==> src/rtl/disp_msg_sched_pkg.sv <==
// Shared constants and types for the display message scheduler: display modes,
// event direction, baud selects, FSM states and the FIFO entry layout.
package disp_msg_sched_pkg;

  localparam logic BAUDRATE_MODE = 1'b0;
  localparam logic DATA_MODE     = 1'b1;

  localparam logic DIR_RX = 1'b0;
  localparam logic DIR_TX = 1'b1;

  localparam logic [1:0] SEL_9600   = 2'd0;
  localparam logic [1:0] SEL_57600  = 2'd1;
  localparam logic [1:0] SEL_115200 = 2'd2;

  typedef enum logic [1:0] {
    ST_IDLE      = 2'd0,
    ST_SHOW_DATA = 2'd1,
    ST_SHOW_BAUD = 2'd2
  } state_t;

  typedef struct packed {
    logic       dir;
    logic [7:0] data;
  } evt_t;

  function automatic logic [7:0] baud_to_msg(input logic [1:0] sel);
    return {6'b0, sel};
  endfunction

endpackage

==> src/rtl/disp_evt_fifo.sv <==
// Event FIFO with two push ports written in RX-then-TX order and one pop port.
// Callers only assert a push when a slot is available for it.
module disp_evt_fifo
  import disp_msg_sched_pkg::*;
#(
  parameter int DEPTH = 4,
  localparam int AW = $clog2(DEPTH)
) (
  input  logic        src_clk,
  input  logic        rst_n,
  input  logic        push_rx,
  input  evt_t        rx_evt,
  input  logic        push_tx,
  input  evt_t        tx_evt,
  input  logic        pop,
  output evt_t        rd_evt,
  output logic        empty,
  output logic        full,
  output logic [AW:0] free
);

  evt_t          mem [DEPTH];
  logic [AW-1:0] wr_ptr;
  logic [AW-1:0] rd_ptr;
  logic [AW:0]   count;
  logic [AW-1:0] tx_slot;
  logic          pop_ok;

  // TX lands behind RX when both push in the same cycle.
  assign tx_slot = wr_ptr + AW'(push_rx);
  assign pop_ok  = pop && !empty;

  // NOTE: sequential state uses non-blocking assignments so every register
  // samples the pre-edge values, independent of statement order.
  always_ff @(posedge src_clk or negedge rst_n) begin
    if (!rst_n) begin
      wr_ptr <= '0;
      rd_ptr <= '0;
      count  <= '0;
    end else begin
      wr_ptr <= wr_ptr + AW'(push_rx) + AW'(push_tx);
      rd_ptr <= rd_ptr + AW'(pop_ok);
      count  <= count + (AW+1)'(push_rx) + (AW+1)'(push_tx) - (AW+1)'(pop_ok);
    end
  end

  // NOTE: storage is deliberately not reset; count and pointers alone define
  // which entries are valid, so a reset still discards every queued event.
  always_ff @(posedge src_clk) begin
    if (push_rx) mem[wr_ptr]  <= rx_evt;
    if (push_tx) mem[tx_slot] <= tx_evt;
  end

  assign rd_evt = mem[rd_ptr];
  assign empty  = (count == '0);
  assign full   = (count == (AW+1)'(DEPTH));
  assign free   = (AW+1)'(DEPTH) - count;

endmodule

==> src/rtl/disp_msg_sched.sv <==
// Display message scheduler: queues UART RX/TX bytes and baud changes and holds
// each on the display for HOLD_CYCLES. Optional ovf port: DISP_MSG_OVF_FLAG_EN.
module disp_msg_sched
  import disp_msg_sched_pkg::*;
#(
  parameter int HOLD_CYCLES = 50_000_000,
  parameter int DEPTH       = 4
) (
  input  logic       src_clk,
  input  logic       rst_n,
  input  logic [1:0] baud_sel,
  input  logic       rx_valid,
  input  logic [7:0] rx_data,
  input  logic       tx_valid,
  input  logic [7:0] tx_data,
  output logic       mode,
  output logic       data_dir,
  output logic [7:0] msg
`ifdef DISP_MSG_OVF_FLAG_EN
  ,
  output logic       ovf
`endif
);

  localparam int CW = $clog2(HOLD_CYCLES + 1);
  localparam int AW = $clog2(DEPTH);
  localparam logic [CW-1:0] HOLD_LOAD = CW'(HOLD_CYCLES - 1);

  state_t        state, state_nxt;
  logic [CW-1:0] cnt, cnt_nxt;
  logic          mode_nxt, dir_nxt, pend_nxt;
  logic [7:0]    msg_nxt;
  logic          baud_pend, armed, change, load_evt;
  logic [1:0]    baud_q;

  evt_t          rx_evt, tx_evt, rd_evt;
  logic          push_rx, push_tx, pop, empty, full;
  logic [AW:0]   free;

  assign rx_evt  = '{dir: DIR_RX, data: rx_data};
  assign tx_evt  = '{dir: DIR_TX, data: tx_data};
  // Admission uses the pre-pop occupancy: RX first, TX only if a second slot remains.
  assign push_rx = rx_valid && !full;
  assign push_tx = tx_valid && (push_rx ? (free >= (AW+1)'(2)) : !full);

  disp_evt_fifo #(.DEPTH(DEPTH)) u_fifo (
    .src_clk (src_clk),
    .rst_n   (rst_n),
    .push_rx (push_rx),
    .rx_evt  (rx_evt),
    .push_tx (push_tx),
    .tx_evt  (tx_evt),
    .pop     (pop),
    .rd_evt  (rd_evt),
    .empty   (empty),
    .full    (full),
    .free    (free)
  );

  assign change = armed && (baud_sel != baud_q);

  // NOTE: every combinational output gets a default first so no path through
  // the case statement can infer a latch.
  always_comb begin
    state_nxt = state;
    cnt_nxt   = cnt;
    mode_nxt  = mode;
    dir_nxt   = data_dir;
    msg_nxt   = msg;
    pend_nxt  = baud_pend;
    load_evt  = 1'b0;
    pop       = 1'b0;

    case (state)
      ST_IDLE: begin
        mode_nxt = BAUDRATE_MODE;
        msg_nxt  = baud_to_msg(baud_sel);
        if (change) begin
          state_nxt = ST_SHOW_BAUD;
          cnt_nxt   = HOLD_LOAD;
        end else if (!empty) begin
          load_evt = 1'b1;
        end
      end
      ST_SHOW_DATA: begin
        if (change) pend_nxt = 1'b1;
        if (cnt != '0) begin
          cnt_nxt = cnt - CW'(1);
        end else if (baud_pend || change) begin
          state_nxt = ST_SHOW_BAUD;
          pend_nxt  = 1'b0;
          cnt_nxt   = HOLD_LOAD;
          mode_nxt  = BAUDRATE_MODE;
          msg_nxt   = baud_to_msg(baud_sel);
        end else if (!empty) begin
          load_evt = 1'b1;
        end else begin
          state_nxt = ST_IDLE;
          mode_nxt  = BAUDRATE_MODE;
          msg_nxt   = baud_to_msg(baud_sel);
        end
      end
      ST_SHOW_BAUD: begin
        mode_nxt = BAUDRATE_MODE;
        msg_nxt  = baud_to_msg(baud_sel);
        if (change)             cnt_nxt   = HOLD_LOAD;
        else if (cnt != '0)     cnt_nxt   = cnt - CW'(1);
        else if (!empty)        load_evt  = 1'b1;
        else                    state_nxt = ST_IDLE;
      end
      default: state_nxt = ST_IDLE;
    endcase

    if (load_evt) begin
      pop       = 1'b1;
      state_nxt = ST_SHOW_DATA;
      cnt_nxt   = HOLD_LOAD;
      mode_nxt  = DATA_MODE;
      dir_nxt   = rd_evt.dir;
      msg_nxt   = rd_evt.data;
    end
  end

  always_ff @(posedge src_clk or negedge rst_n) begin
    if (!rst_n) begin
      state     <= ST_IDLE;
      cnt       <= '0;
      mode      <= BAUDRATE_MODE;
      data_dir  <= DIR_RX;
      msg       <= 8'h00;
      baud_pend <= 1'b0;
      baud_q    <= 2'b00;
      armed     <= 1'b0;
    end else begin
      state     <= state_nxt;
      cnt       <= cnt_nxt;
      mode      <= mode_nxt;
      data_dir  <= dir_nxt;
      msg       <= msg_nxt;
      baud_pend <= pend_nxt;
      baud_q    <= baud_sel;
      armed     <= 1'b1;
    end
  end

`ifdef DISP_MSG_OVF_FLAG_EN
  logic drop;
  assign drop = (rx_valid && !push_rx) || (tx_valid && !push_tx);

  always_ff @(posedge src_clk or negedge rst_n) begin
    if (!rst_n)    ovf <= 1'b0;
    else if (drop) ovf <= 1'b1;
  end
`endif

endmodule

==> config.mk <==
export PLATFORM = sky130hd
export DESIGN_NAME = disp_msg_sched
export DESIGN_NICKNAME = d
export VERILOG_FILES = /design/src/rtl/disp_msg_sched_pkg.sv /design/src/rtl/disp_evt_fifo.sv /design/src/rtl/disp_msg_sched.sv
export SDC_FILE = /design/constraint.sdc
export NUM_CORES = 1
export LEC_CHECK = 0
export BUFFER_PORTS_ARGS = -buffer_cell sky130_fd_sc_hd__buf_4
export CORE_UTILIZATION = 35
export DETAILED_ROUTE_END_ITERATION = 6
export SYNTH_ARGS = -nofsm -noshare
export SYNTH_HDL_FRONTEND = slang
export SYNTH_SLANG_ARGS = --single-unit
==> constraint.sdc <==
create_clock -name src_clk -period 3.8 [get_ports src_clk]
set_clock_uncertainty 0.2 [all_clocks]
set_input_delay 0.95 -clock src_clk [delete_from_list [all_inputs] [get_ports src_clk]]
set_output_delay 0.95 -clock src_clk [all_outputs]
set_load 0.01 [all_outputs]
## Word-level counts from Yosys, hierarchy flattened

Memory sizes are Yosys's and may differ from the RTL's.
Cells that the tools add are included.

| cells by class | value |
|---|---|
| equal/unequal tests | 11 |
| reduce and logical (&&, ||, !) cells | 16 |
| multiplexer cells | 41 |
| order comparisons | 1 |
| add/sub/neg operators | 8 |

Operator list:

| operator | number |
|---|---|
| 26-bit two-way mux | 6 |
| 26-bit case mux with 3 select lines | 1 |
| 8-bit two-way mux | 4 |
| 26-bit nonzero test | 1 |
| 26-bit by 1-bit subtractor with 26-bit output (second input constant) | 1 |
| 1-bit two-way mux | 19 |
| 8-bit case mux with 2 select lines | 1 |
| 2-bit two-way mux | 7 |
| 3-bit inequality test (second input constant) | 4 |
| 4-bit inequality test (second input constant) | 3 |
| 4-bit AND reduction | 2 |
| 2-bit by 1-bit adder with 2-bit output | 3 |
| 3-bit by 1-bit adder with 3-bit output | 2 |
| 2-bit case mux with 3 select lines | 1 |
| 1-bit logical AND | 4 |
| 4-bit nonzero test | 1 |
| 3-bit == test (second input constant) | 1 |
| 3-bit by 2-bit greater-or-equal comparator with 1-bit output (second input constant) | 1 |
| 3-bit zero test | 1 |
| 1-bit case mux with 3 select lines | 1 |
| 3-bit AND reduction | 1 |
| 3-bit nonzero test | 1 |
| 3-bit by 1-bit subtractor with 3-bit output | 1 |
| 3-bit subtractor (first input constant) | 1 |
| other kinds (8) | 9 |

| storage, ports and cells | value |
|---|---|
| output and inout bits | 10 |
| word-level logic and storage cells | 89 |
| flip-flop bits (word level) | 49 |
| bits of input ports | 22 |
| memories kept | 1 |
| memory bits (writable) | 36 |

Memories:

| memory | words | width | rd ports | clocked after Yosys merged registers in | wr ports | line | text |
|---|---|---|---|---|---|---|---|
| u_fifo.mem | 4 | 9 | 1 | 0 | 2 | disp_evt_fifo.sv:22 | `evt_t mem [DEPTH];` |

## Depth between registers and ports, before layout

| depth | value |
|---|---|
| depth after elaboration | 9 |
| mapped depth | 12 |
| gate-level depth less buffers | 11 |

## Hierarchy

A second synthesis with hierarchy kept.

| second synthesis, totals | value |
|---|---|
| cells, all modules | 431 |
| area total of the unflattened synthesis | 5056.1 µm² |

By module, submodules not included:

| module | area an instance (µm²) | seq. area each (µm²) | cells each | instances |
|---|---|---|---|---|
| disp_msg_sched | 2852.7 | 1051.0 | 305 | 1 |
| disp_evt_fifo | 2203.4 | 1256.2 | 126 | 1 |

## Worst setup path before layout

Ideal clock, no wire load.

| timing | value |
|---|---|
| path kind | register to register |
| start point | reg cnt[0] |
| end point | reg u_fifo.count[2] |
| data arrival time | 3.181 ns |
| path slack | 0.297 ns |
| stages on the path, launching flop included | 13 |
| cell sequence | dfrtp_1 inv_1 ha_1 nor4b_2 nand2_2 o41ai_2 nor3b_4 buf_2 ha_1 inv_1 fa_1 fa_1 xnor2_1 |

| between the ends | value |
|---|---|
| longest elaborated chain between the ends | 7 |
| elaborated cells between the ends (all ways) | 8 |

RTL lines:

| element | line | text |
|---|---|---|
| from (decl) | disp_msg_sched.sv:30 | `logic [CW-1:0] cnt, cnt_nxt;` |
| from (signal assigned) | disp_msg_sched.sv:136 | `cnt <= cnt_nxt;` |
| 26-bit nonzero test (*) | disp_msg_sched.sv:87, disp_msg_sched.sv:107 |  |
| 1-bit two-way mux | disp_msg_sched.sv:107 | `else if (cnt != '0) cnt_nxt = cnt - CW'(1);` |
| 1-bit two-way mux | disp_msg_sched.sv:106 | `if (change) cnt_nxt = HOLD_LOAD;` |
| 1-bit case mux with 3 select lines (*) | disp_msg_sched.sv:74 | `case (state)` |
| 1-bit two-way mux (*) | disp_msg_sched.sv:114 | `if (load_evt) begin` |
| 1-bit logical AND (*) | disp_evt_fifo.sv:31 | `assign pop_ok = pop && !empty;` |
| 3-bit by 1-bit subtractor with 3-bit output (*) | disp_evt_fifo.sv:43 | `count <= count + (AW+1)'(push_rx) + (AW+1)'(push_tx) - (AW+1)'(pop_ok);` |
| to (signal assigned) | disp_evt_fifo.sv:43 |  |
| to (decl) | disp_evt_fifo.sv:25 | `logic [AW:0] count;` |

Every way passes the cells marked *; elsewhere a longest branch is shown, timed or not.
A chain may end at the register's enable or synchronous reset.

## Worst setup path after layout

Same ends and word-level chain as after synthesis.

==> impl_results.md <==
* Post-synth EDFFs at 32
* Int Pwr at 2.15 mW
* CORE AREA at 12900 um2
* Register bit total from synthesis at 85
* Cts bufs inserted at 9
* Syn_nets at 523
* CP required at 3.83 ns
* CTS Hold Bufs at 0
* Average via count per standard cell at 5.32
* Switch share at 31.3%
* Largest net degree at the start of global routing at 50
* Vias in the first global route at 3741
* Die Y at 118 um
* Initial core utilization at 36.5%
* Final worst slack at 0.330 ns
* Crit Path Category: flop to flop
* Critical path capture point type: flop
* Post-CTS sizing at 0
* Max-cap viol count at 0
* Post-Syn Instances at 485
* Insertion delay to the later sink of the worst-skew pair at 0.35 ns
* Maximum fanout along the worst path at 5
* Total power at 3.14 mW
* Combinational power share at 26.4%
* I/O pin count at 32
* # H-tree levels at 3
* Setup TNS at 0 ns
* CP Data Arrival Time at 3.50 ns
* Routed len/inst at 16.0 um
* Ys async rst share at 57.6%
* Slew HR at 56.0%
* Min-delay worst type: flop to flop
* Die area at 13900 um2
* Vias at 3695
* Final HPWL DP at 7550 um
* Number of I/O port buffers at 31
* Startpoint types: flop
* Worst-case clock buffer depth at 2
* Tmin final at 3.47 ns
* Share of cells above drive strength 1 at 14.9%
* Root Driver: clkbuf_16
* Area Growth Syn to Fin at 16.3%
* Setup bufs post-CTS at 0
* Placer Congestion at 0.824
* TritonRoute pass-1 iters at 6
* Iter 0 DRT Violations at 235
* Ys flop type: dfrtp_1
* Drt total wl at 11100 um
* Synthesis warning total at 0
* Slew @ Worst Pin at 0.659 ns
* Initial antenna violation count at 0
* Sw power at 981 uW
* Clk slew on worst S/H paths at 0.07 ns
* FILL cells at 1254
* Final Net Count at 555
* Hold Fails Final Rpt at 0
* Sink Count at 85
* Setup Viol. Count Final at 0
* Drc violations at 0
* CTS tree: built
* Fin. max-slew vios at 0
* Worst VDD drop at 0.298 mV
* LEAKAGE at 2.18 nW
* ANT cells at 0
* Achievable Freq at 288 MHz
* Width of the chip at 118 um
* Place WS at 0.364 ns
* Syn_area_per_cell at 9.70 um2
* Overflow after GRT at 0
* Status: complete, no violations
* Crit share post-route at 91.3%
* First-pass GRT wire length at 18800 um
* Count of cell types in the netlist at 57
* Seq/Total Area, Yosys at 48.2%
* Seq pwr share at 43.7%
* Synthesized area at 4710 um2
* Clock power frac at 29.9%
* PD cells at 573 nW/um2
* FP Rows at 41
* RSZ-0062 raised after global routing: false
* Total GRT Usage at 17.2%
* Post-DRT Antenna Nets at 0
==> logic make-up (layout without fill, tap and decap cells) <==
family | Yosys count | after routing | synth area share [%]
AO/OA/AOI/OAI | 135 | 135 | 17.8
XOR/XNOR | 10 | 10 | 1.86
adder cells (fa/ha/maj) | 16 | 16 | 4.57
buffers and inverters | 52 | 89 | 4.44
flip-flops | 85 | 85 | 48.2
multiplexers | 13 | 13 | 5.18
other | 1 | 1 | 0.0797
AND/OR/NAND/NOR | 173 | 173 | 17.8
==> state kept, by name, summed over array words and instances (netlist names) <==
name / count
armed: 1
baud_pend: 1
baud_q: 2
cnt: 26
data_dir: 1
mode: 1
msg: 8
state: 2
u_fifo.count: 3
u_fifo.mem: 36
u_fifo.rd_ptr: 2
u_fifo.wr_ptr: 2
==> power groups by stage <==
stage	Clock (mW)	Combinational (mW)	Sequential (mW)
after floorplan	0	0.582	1.35
after global placement	0	0.807	1.38
after detailed placement	0	0.839	1.39
after CTS	0.957	0.842	1.37
after global routing	0.994	0.942	1.40
final	0.937	0.829	1.37
==> worst max-delay path: stages, from the launching register on <==
cell	delay, ns
dfrtp_1	0.39
inv_1	0.10
ha_1	0.23
nor4b_2	0.38
nand2_2	0.17
o41ai_2	0.52
nor3b_4	0.29
ha_1	0.16
inv_1	0.04
fa_1	0.37
fa_1	0.38
xnor2_1	0.13
==> layout by cell type (no fill, tap or decap), types with 3 or more instances in the layout <==
master	Yosys	final
nand2_1	84	84
dfrtp_1	49	49
nor2b_1	3	3
o21ai_0	44	44
a21o_1	5	5
xnor2_1	4	4
and3_1	4	4
nand2b_1	7	7
o21a_1	5	5
xor2_1	6	6
inv_1	28	28
nand3_1	3	3
dfxtp_1	4	4
a31oi_1	6	6
nor4_1	11	11
nor2_1	27	27
mux4_2	9	9
o31ai_1	8	8
edfxtp_1	32	32
o22a_1	6	6
clkbuf_16	0	10
o21ai_1	13	13
a21oi_1	27	27
ha_1	14	14
mux2i_1	3	3
nor3_1	16	16
buf_4	0	45
a22o_1	11	11
==> stage by stage <==
step | instances | instance area (um2) | utilization (%) | hold slack [ns]
floorplan | 485 | 4710 | - | 0.221
global placement | 678 | 5150 | 40.0 | 0.239
detailed placement | 678 | 5150 | 40.0 | 0.241
CTS | 694 | 5470 | 42.5 | 0.265
global route | 694 | 5470 | 42.5 | 0.290
finish | 694 | 5470 | 42.5 | 0.262
==> metal layers <==
layer,global-route usage (%),share of wire [%],vias up
met5,0,0,-
li1,-,-,1802
met1,20.3,43,1818
met2,29.8,52,62
met3,4.17,2.8,13
met4,6.97,1.6,0
==> path summary, 6_finish.rpt <==
kind                                               startpoint                       endpoint  slack [ns]  cells after the start
max in group asynchronous                               rst_n     u_fifo.rd_ptr[0]$_DFF_PN0_        2.54                      1
worst min-delay path            u_fifo.mem[1][8]$_SDFFE_PP1P_  u_fifo.mem[1][8]$_SDFFE_PP1P_        0.26                      1
worst min register to register  u_fifo.mem[1][8]$_SDFFE_PP1P_  u_fifo.mem[1][8]$_SDFFE_PP1P_        0.26                      1
worst max register to register             cnt[0]$_DFFE_PN0P_      u_fifo.count[2]$_DFF_PN0_        0.33                     11
min in group asynchronous                               rst_n            cnt[17]$_DFFE_PN0P_        0.42                      1
worst max-delay path                       cnt[0]$_DFFE_PN0P_      u_fifo.count[2]$_DFF_PN0_        0.33                     11
==> synth_stat cells (3+ instances only) <==
| cell type | number | area share (%) |
|---|---|---|
| ha_1 | 14 | 3.7 |
| nor3_1 | 16 | 1.7 |
| dfxtp_1 | 4 | 1.7 |
| nor2_1 | 27 | 2.2 |
| a31oi_1 | 6 | 0.80 |
| and3_1 | 4 | 0.53 |
| o21ai_1 | 13 | 1.4 |
| xnor2_1 | 4 | 0.74 |
| nand2_1 | 84 | 6.7 |
| o22a_1 | 6 | 1.1 |
| a21oi_1 | 27 | 2.9 |
| nor2b_1 | 3 | 0.40 |
| mux4_2 | 9 | 4.3 |
| buf_2 | 5 | 0.53 |
| a21o_1 | 5 | 0.80 |
| nand2b_1 | 7 | 0.93 |
| clkbuf_1 | 16 | 1.3 |
| dfrtp_1 | 49 | 26 |
| o21ai_0 | 44 | 4.7 |
| xor2_1 | 6 | 1.1 |
| a22o_1 | 11 | 2.0 |
| inv_1 | 28 | 2.2 |
| edfxtp_1 | 32 | 20 |
| nand3_1 | 3 | 0.32 |
| nor4_1 | 11 | 1.5 |
| o21a_1 | 5 | 0.80 |
| o31ai_1 | 8 | 1.3 |
| mux2i_1 | 3 | 0.64 |
==> area by class of cell <==
class                           instances  area [um2]  area share, %
Clock buffer                           11         254           4.64
Clock inverter                          5        63.8           1.17
Inverter                               28         105           1.92
Multi-Input combinational cell        348        2230           40.7
Sequential cell                        85        2270           41.4
Tap cell                              172         215           3.93
Timing Repair Buffer                   45         338           6.17
Note: power is estimated with default switching activity, not from simulation.
